==> src/rtl/risc_v_32_mem_stage.sv <==
// ---------------------------------------------------------------------------
// risc_v_32_mem_stage
// Memory-access stage of the RV32I pipeline, directly downstream of EX.
// It holds one instruction in the EX/MEM register. For a load or store it
// drives a request/acknowledge data-memory access and stalls EX until the
// access completes. Store data is replicated across byte lanes and qualified
// with byte enables. Load data is taken from its lane and then sign- or
// zero-extended. The result goes to WB through registered outputs.
//
// Ports
//   clk, clrn        rising-edge clock, asynchronous active-low reset
//   ex_valid/ready   EX handshake (ex_ready is combinational)
//   ex_alu_out       ALU result / full byte address for memory ops
//   ex_m_addr        memory address from EX (addressing uses ex_alu_out)
//   ex_d_t_mem       store data (rs2)
//   ex_wreg/wmem/rmem  register write / store / load
//   ex_func3         access width and signedness
//   ex_rd            destination register
//   dm_req/we/addr/be/wdata  data-memory request, held stable until dm_ack
//   dm_rdata, dm_ack         read data and completion from memory
//   wb_valid/wreg/rd/data    registered write-back result (valid is a pulse)
// ---------------------------------------------------------------------------
module risc_v_32_mem_stage (
  input  logic        clk,
  input  logic        clrn,
  input  logic        ex_valid,
  output logic        ex_ready,
  input  logic [31:0] ex_alu_out,
  input  logic [31:0] ex_m_addr,
  input  logic [31:0] ex_d_t_mem,
  input  logic        ex_wreg,
  input  logic        ex_wmem,
  input  logic        ex_rmem,
  input  logic [2:0]  ex_func3,
  input  logic [4:0]  ex_rd,
  output logic        dm_req,
  output logic        dm_we,
  output logic [31:0] dm_addr,
  output logic [3:0]  dm_be,
  output logic [31:0] dm_wdata,
  input  logic [31:0] dm_rdata,
  input  logic        dm_ack,
  output logic        wb_valid,
  output logic        wb_wreg,
  output logic [4:0]  wb_rd,
  output logic [31:0] wb_data
);

  typedef enum logic [1:0] {
    S_EMPTY = 2'd0,
    S_ALU   = 2'd1,
    S_MEM   = 2'd2
  } state_t;

  state_t r_state, w_state_nxt;

  // EX/MEM pipeline register
  logic [31:0] r_m_alu_out;
  logic [31:0] r_m_d_t_mem;
  logic        r_m_wreg;
  logic        r_m_wmem;
  logic        r_m_rmem;
  logic [2:0]  r_m_func3;
  logic [4:0]  r_m_rd;

  // Write-back register
  logic        r_wb_valid;
  logic        r_wb_wreg;
  logic [4:0]  r_wb_rd;
  logic [31:0] r_wb_data;

  logic        w_done;
  logic        w_accept;
  logic [1:0]  w_lane;
  logic [3:0]  w_be;
  logic [31:0] w_wdata;
  logic [31:0] w_load_data;

  // The MEM stage forms its address from the ALU result. The separate EX
  // address is accepted on the interface but is not needed here.
  logic w_unused;
  assign w_unused = ^ex_m_addr;

  // Byte enables for the access width. A misaligned half or word is forced
  // to an aligned lane.
  function automatic logic [3:0] f_byte_en(input logic [1:0] size,
                                           input logic [1:0] lane);
    logic [3:0] be;
    case (size)
      2'b00:   be = 4'b0001 << lane;
      2'b01:   be = lane[1] ? 4'b1100 : 4'b0011;
      default: be = 4'b1111;
    endcase
    return be;
  endfunction

  // Replicate store data across all lanes. The byte enables choose the lane.
  function automatic logic [31:0] f_store_data(input logic [1:0]  size,
                                               input logic [31:0] d);
    logic [31:0] w;
    case (size)
      2'b00:   w = {4{d[7:0]}};
      2'b01:   w = {2{d[15:0]}};
      default: w = d;
    endcase
    return w;
  endfunction

  // Take the addressed byte or half from the lane, then sign- or
  // zero-extend it. A func3 value that does not encode a load behaves as lw.
  function automatic logic [31:0] f_load_data(input logic [31:0] rdata,
                                              input logic [2:0]  f3,
                                              input logic [1:0]  lane);
    logic signed [7:0]  b;
    logic signed [15:0] h;
    logic [31:0]        r;
    case (lane)
      2'd0:    b = rdata[7:0];
      2'd1:    b = rdata[15:8];
      2'd2:    b = rdata[23:16];
      default: b = rdata[31:24];
    endcase
    h = lane[1] ? rdata[31:16] : rdata[15:0];
    case (f3)
      3'b000:  r = 32'(b);
      3'b100:  r = {24'd0, b};
      3'b001:  r = 32'(h);
      3'b101:  r = {16'd0, h};
      default: r = rdata;
    endcase
    return r;
  endfunction

  assign w_done   = (r_state == S_ALU) | ((r_state == S_MEM) & dm_ack);
  assign ex_ready = (r_state == S_EMPTY) | w_done;
  assign w_accept = ex_valid & ex_ready;

  // Next state: the slot refills whenever it is empty or its instruction
  // completes this cycle. This gives back-to-back issue with no bubble.
  always_comb begin
    w_state_nxt = r_state;
    if ((r_state == S_EMPTY) || w_done) begin
      if (w_accept)
        w_state_nxt = (ex_rmem | ex_wmem) ? S_MEM : S_ALU;
      else
        w_state_nxt = S_EMPTY;
    end
  end

  always_ff @(posedge clk or negedge clrn) begin
    if (!clrn) r_state <= S_EMPTY;
    else       r_state <= w_state_nxt;
  end

  // Stage boundary: EX -> MEM
  always_ff @(posedge clk or negedge clrn) begin
    if (!clrn) begin
      r_m_alu_out <= '0;
      r_m_d_t_mem <= '0;
      r_m_wreg    <= 1'b0;
      r_m_wmem    <= 1'b0;
      r_m_rmem    <= 1'b0;
      r_m_func3   <= '0;
      r_m_rd      <= '0;
    end else if (w_accept) begin
      r_m_alu_out <= ex_alu_out;
      r_m_d_t_mem <= ex_d_t_mem;
      r_m_wreg    <= ex_wreg;
      r_m_wmem    <= ex_wmem;
      r_m_rmem    <= ex_rmem;
      r_m_func3   <= ex_func3;
      r_m_rd      <= ex_rd;
    end
  end

  assign w_lane      = r_m_alu_out[1:0];
  assign w_be        = f_byte_en(r_m_func3[1:0], w_lane);
  assign w_wdata     = f_store_data(r_m_func3[1:0], r_m_d_t_mem);
  assign w_load_data = f_load_data(dm_rdata, r_m_func3, w_lane);

  // Every request field comes from the EX/MEM register, so each one is held
  // while the access is stalled. Byte enables are gated so that they read
  // zero while the stage is idle.
  assign dm_req   = (r_state == S_MEM);
  assign dm_we    = r_m_wmem;
  assign dm_addr  = {r_m_alu_out[31:2], 2'b00};
  assign dm_be    = dm_req ? w_be : 4'b0000;
  assign dm_wdata = w_wdata;

  // Stage boundary: MEM -> WB
  always_ff @(posedge clk or negedge clrn) begin
    if (!clrn) begin
      r_wb_valid <= 1'b0;
      r_wb_wreg  <= 1'b0;
      r_wb_rd    <= '0;
      r_wb_data  <= '0;
    end else begin
      r_wb_valid <= w_done;
      if (w_done) begin
        r_wb_rd   <= r_m_rd;
        // x0 is never written, and stores never write the register file.
        r_wb_wreg <= r_m_wreg & ~r_m_wmem & (r_m_rd != 5'd0);
        r_wb_data <= r_m_rmem ? w_load_data : r_m_alu_out;
      end
    end
  end

  assign wb_valid = r_wb_valid;
  assign wb_wreg  = r_wb_wreg;
  assign wb_rd    = r_wb_rd;
  assign wb_data  = r_wb_data;

endmodule

==> config.mk <==
export PLATFORM = sky130hd
export DESIGN_NAME = risc_v_32_mem_stage
export DESIGN_NICKNAME = d
export VERILOG_FILES = /design/src/rtl/risc_v_32_mem_stage.sv
export SDC_FILE = /design/constraint.sdc
export NUM_CORES = 1
export LEC_CHECK = 0
export CAP_MARGIN = 5
export CORE_ASPECT_RATIO = 0.9
export CORE_UTILIZATION = 35
export DETAILED_ROUTE_END_ITERATION = 6
export GPL_TIMING_DRIVEN = 0
export PLACE_DENSITY = 0.66
export SLEW_MARGIN = 40
export SYNTH_ARGS = -nofsm -noshare
export SYNTH_HDL_FRONTEND = slang
export SYNTH_SLANG_ARGS = --single-unit
==> constraint.sdc <==
create_clock -name clk -period 2.3 [get_ports clk]
set_input_delay 0.46 -clock clk [delete_from_list [all_inputs] [get_ports clk]]
set_output_delay 0.46 -clock clk [all_outputs]
set_load 0.02 [all_outputs]
* Word level (Yosys, flattened, before mapping)
Cells that the tools add are included.
Word-level totals: flip-flop bits (word level) 116, word-level logic and storage cells 45
Operators by class: equal/unequal tests 8, shift-type cells 1, muxes and demuxes 10, bitwise gates (word level) 8, reduce and logical (&&, ||, !) cells 6
Operator list (number):
- case mux 32 bit (4 select lines) | 1
- case mux 32 bit (2 select lines) | 1
- two-way mux 32 bit | 1
- case mux 8 bit (3 select lines) | 1
- two-way mux 16 bit | 1
- two-way mux 4 bit | 2
- case mux 4 bit (2 select lines) | 1
- == test 2 x 1 -> 1 bit, second input constant | 3
- == test 3 bit, second input constant | 2
- zero test 2 bit | 3
- nonzero test 5 bit | 1
- bitwise AND 1 bit | 4
- == test 2 bit, second input constant | 2
- two-way mux 2 bit | 2
- << shifter 1 x 2 -> 4 bit, first input constant | 1
- == test 3 x 1 -> 1 bit, second input constant | 1
- zero test 3 bit | 1
- bitwise OR 1 bit | 3
- logical OR 1 bit | 1
- inverter 1 bit | 1

* Logic depth before layout (Yosys ltp)
word-level depth 6, depth in mapped cells 7, gate-level depth less buffers 5

* Least setup slack after synthesis
Ideal clock, no wire load.
kind input-to-reg, start point input dm_ack, end point register r_m_alu_out[28], setup time 0.125 ns, arrival 1.867 ns, data required time 2.175 ns, path slack 0.308 ns, cell stages on the path 7, path through nor2b_2 > nand2b_1 > and2_1 > clkbuf_1 > buf_4 > buf_4 > mux2_2
On the way: longest elaborated chain between the ends 4
Ends and longest elaborated chain:
- from (decl) | line 42 | input logic dm_ack,
- bitwise AND 1 bit | line 134 | assign w_done = (r_state == S_ALU) | ((r_state == S_MEM) & dm_ack);
- bitwise OR 1 bit | line 134
- bitwise OR 1 bit | line 135 | assign ex_ready = (r_state == S_EMPTY) | w_done;
- via ex_ready | line 27 | output logic ex_ready,
- bitwise AND 1 bit | line 136 | assign w_accept = ex_valid & ex_ready;
- to (signal assigned) | line 166 | r_m_alu_out <= ex_alu_out;
- to (decl) | line 58 | logic [31:0] r_m_alu_out;
The timed path passes the listed nets, and every way through them passes these cells. A chain may end at the register's enable or synchronous reset.

* Worst setup path after layout
start point register r_m_func3[1], end point output dm_wdata[15]
On the way: longest elaborated chain between the ends 2, elaborated cells on any way between the ends 3, those cells by class eq/ne: 1; mux: 1; reduce/logical: 1
Ends and longest elaborated chain:
- from (decl) | line 63 | logic [2:0] r_m_func3;
- from (signal assigned) | line 171 | r_m_func3 <= ex_func3;
- == test 2 x 1 -> 1 bit or zero test 2 bit (tied branches) | line 101 | case (size)
- case mux 32 bit (2 select lines) (*) | line 101
- to (decl) | line 40 | output logic [31:0] dm_wdata,
Mark *: on every way between the ends. The rest lies on a longest branch, timed or not.

==> reports/results.ini <==
[cells_and_area]
drive_above_1_share_pct=30.4
layout_commonest_cell=clkdlybuf4s50_1
area_growth_pct=55.0
fillerInstances=1444
fin_area_um2=9040
diodes=0
final_cell_mix=clkdlybuf4s50_1 (187), dfrtp_1 (113), mux2_2 (97), nand2_1 (50), buf_4 (50)
multi_input_area_um2=2460
final_nets=897
layout.area.seq_um2=2910
fin_util_pct=55.9

[critical_path]
crit_type=reg2out
cp_top_family=flip-flops
cp-end-kind=output pin
cp_slowest_cell=dfrtp_2
cp.arrival_ns=1.79
crit_path_cell_trace=nor2_2 -> buf_6 -> mux2_2 -> clkdlybuf4s15_2
worstPathRequired_ns=1.84
worst_setup_path_start_kind=flop
max_stage_delay_ns=0.45
cp_max_fo=9
critPathBufInv=2

[logic_synthesis]
ys_seq_area_share_pct=49.8
synth.ff_latch_count=116
syn-mean-instance-area_um2=11.4
yosys_warnings=0
synth.distinct_cells=39
syn_area_um2=5830
netlist_instances=511

[die]
fp-row-count=44
core_area_um2=16200
design.portCount=253
design.die.area_um2=17200
die_w_um=138
die_h_um=124
initial_core_util_pct=36.0

[detailed_routing]
drt-pass1-iter-count=5
antenna_left=0
routedWlPerCell_um=19.4
vias=4986
viasPerCell=5.12
drcViolationCount=0
drtIter0Drc=263
routed_wl_mm=18.9

[sta]
fmax_mhz=444
finalCritPeriodShare_pct=97.9
setup_viol=0
worst_pin_slew_ns=0.712
min_period_ns=2.25
rsz0062_at_grt=true
finalHoldViolations=0
maxSlewHeadroom_pct=52.6
drv_slew=0
fin_skew_ns=0.00858

[power]
power.leakage_nw=3.80
ir_worst_vdd_v=0.000629
powerDensity_nw_per_um2=1120
power_mw=10.1

[grt]
grt_pass1_vias=5268
track_usage_pct=22.8
grt_antenna_before_repair=0
grt_max_degree=49
grt_first_pass_wirelength_mm=29.8
grt_overflow=0

[placement]
dpl_cell_area_um2=8330
numPortBuffers=218
place_congestion=0.852
hpwlAfterDp_mm=14.4

[clock_tree]
clk_pin_slew_ns=0.05
clock_latency_ns=0.42
clk_path_buf_depth=2
tritoncts=yes
cts-htree-levels=4
cts.sinks=116
cts_buffers=17
clock-root-buffer=clkbuf_16

[worst_hold_path]
worstHoldPathType=reg2reg

[job]
drv_cap=0

[outcome]
status=finished clean

## Yosys cell counts (all sizes together)
cell type  count  area, um2
clkbuf        21       78.8
conb           1       3.75
mux2          99       1110
a22o           9       78.8
or3            1       6.26
o21a           1       7.51
o21ai         16       80.1
nor3          25        125
o221ai         1       8.76
and3b          2       17.5
a32o           1       10.0
nor2b          4       27.5
dfrtp        116       2900
nand3          1       5.00
nor2          27        101
a21oi          3       15.0
a211oi        23        223
a31oi          1       21.3
inv            7       26.3
and2           4       25.0
nand2         50        188
a22oi          7       52.6
mux4           1       22.5
a222oi         7       70.1
nand2b         2       12.5
mux2i          9       90.1
nand3b         6       45.0
a221oi         2       17.5
o211ai         7       52.6
buf           56        395
nand4          1       6.26
## metal layers
metal	GRT usage, %	vias to the layer above	share of wire [%]
li1	-	2278	-
met1	29.6	2506	44
met2	36.7	171	48
met3	6.04	31	5.7
met4	7.82	0	2.3
met5	0	-	0
## final cells by class
cell class                      count  share of cell area (%)
Clock inverter                      9                    1.91
Timing Repair Buffer              225                    24.5
Tap cell                          207                    2.87
Sequential cell                   116                    32.2
Clock buffer                       23                    5.40
Multi-Input combinational cell    312                    27.2
Inverter                            7                   0.332
Buffer                             75                    5.66
## repair_timing
item	in CTS	in global routing
hold buffers	1	0
endpoints found under the hold margin	29	0
setup buffers	4	0
pin swaps	1	0
endpoints found under the setup margin	29	63
gates resized for setup	89	20
cloned	0	0
## final timing paths
path / startpoint / end / slack [ns] / depth (start not counted)
max: r_m_func3[1] / dm_wdata[15] / 0.05 / 4
min: wb_rd[2] / wb_rd[2] / 0.46 / 2
max reg2reg: r_m_rmem / wb_data[24] / 0.17 / 7
min reg2reg: wb_rd[2] / wb_rd[2] / 0.46 / 2
max in group asynchronous: clrn / r_m_func3[0] / 1.02 / 4
min in group asynchronous: clrn / r_m_alu_out[10] / 0.49 / 2
## tightest hold or removal path, stage by stage, from the launching register on
cell and delay (ns):
dfrtp_1 0.34, nand2_1 0.05, nand2_1 0.04
## power by group
part           total (mW)  switching, mW  internal [mW]
Clock                2.98          0.946           2.03
Combinational        4.07           2.04           2.03
Sequential           3.05          0.423           2.63
## through the flow
step | std cells | TNS [ns] | setup slack (ns) | hold WS, ns
CTS | 974 | 0 | 0.00141 | 0.474
finish | 974 | 0 | 0.0490 | 0.465
global route | 974 | -0.0321 | -0.0193 | 0.494
global placement | 937 | -467.77 | -3.78 | 0.452
floorplan | 512 | 0 | 0.308 | 0.164
detailed placement | 939 | -33.35 | -0.550 | 0.326
## registers in the layout, indices dropped and copies added (netlist names)
| register | count |
|---|---|
| r_m_rd | 5 |
| wb_valid | 1 |
| r_m_alu_out | 32 |
| r_m_func3 | 3 |
| wb_data | 32 |
| r_m_d_t_mem | 32 |
| r_m_wreg | 1 |
| dm_we | 1 |
| r_state | 2 |
| wb_rd | 5 |
| wb_wreg | 1 |
| r_m_rmem | 1 |
## cells by family after synthesis
group                  after synthesis  synth area share, %
multiplexers                       109                 21.1
AO/OA/AOI/OAI                       78                 10.9
AND/OR/NAND/NOR                    123                 9.59
other                                1               0.0643
buffers and inverters               84                 8.58
flip-flops                         116                 49.8
(Power assumes the default switching activity.)
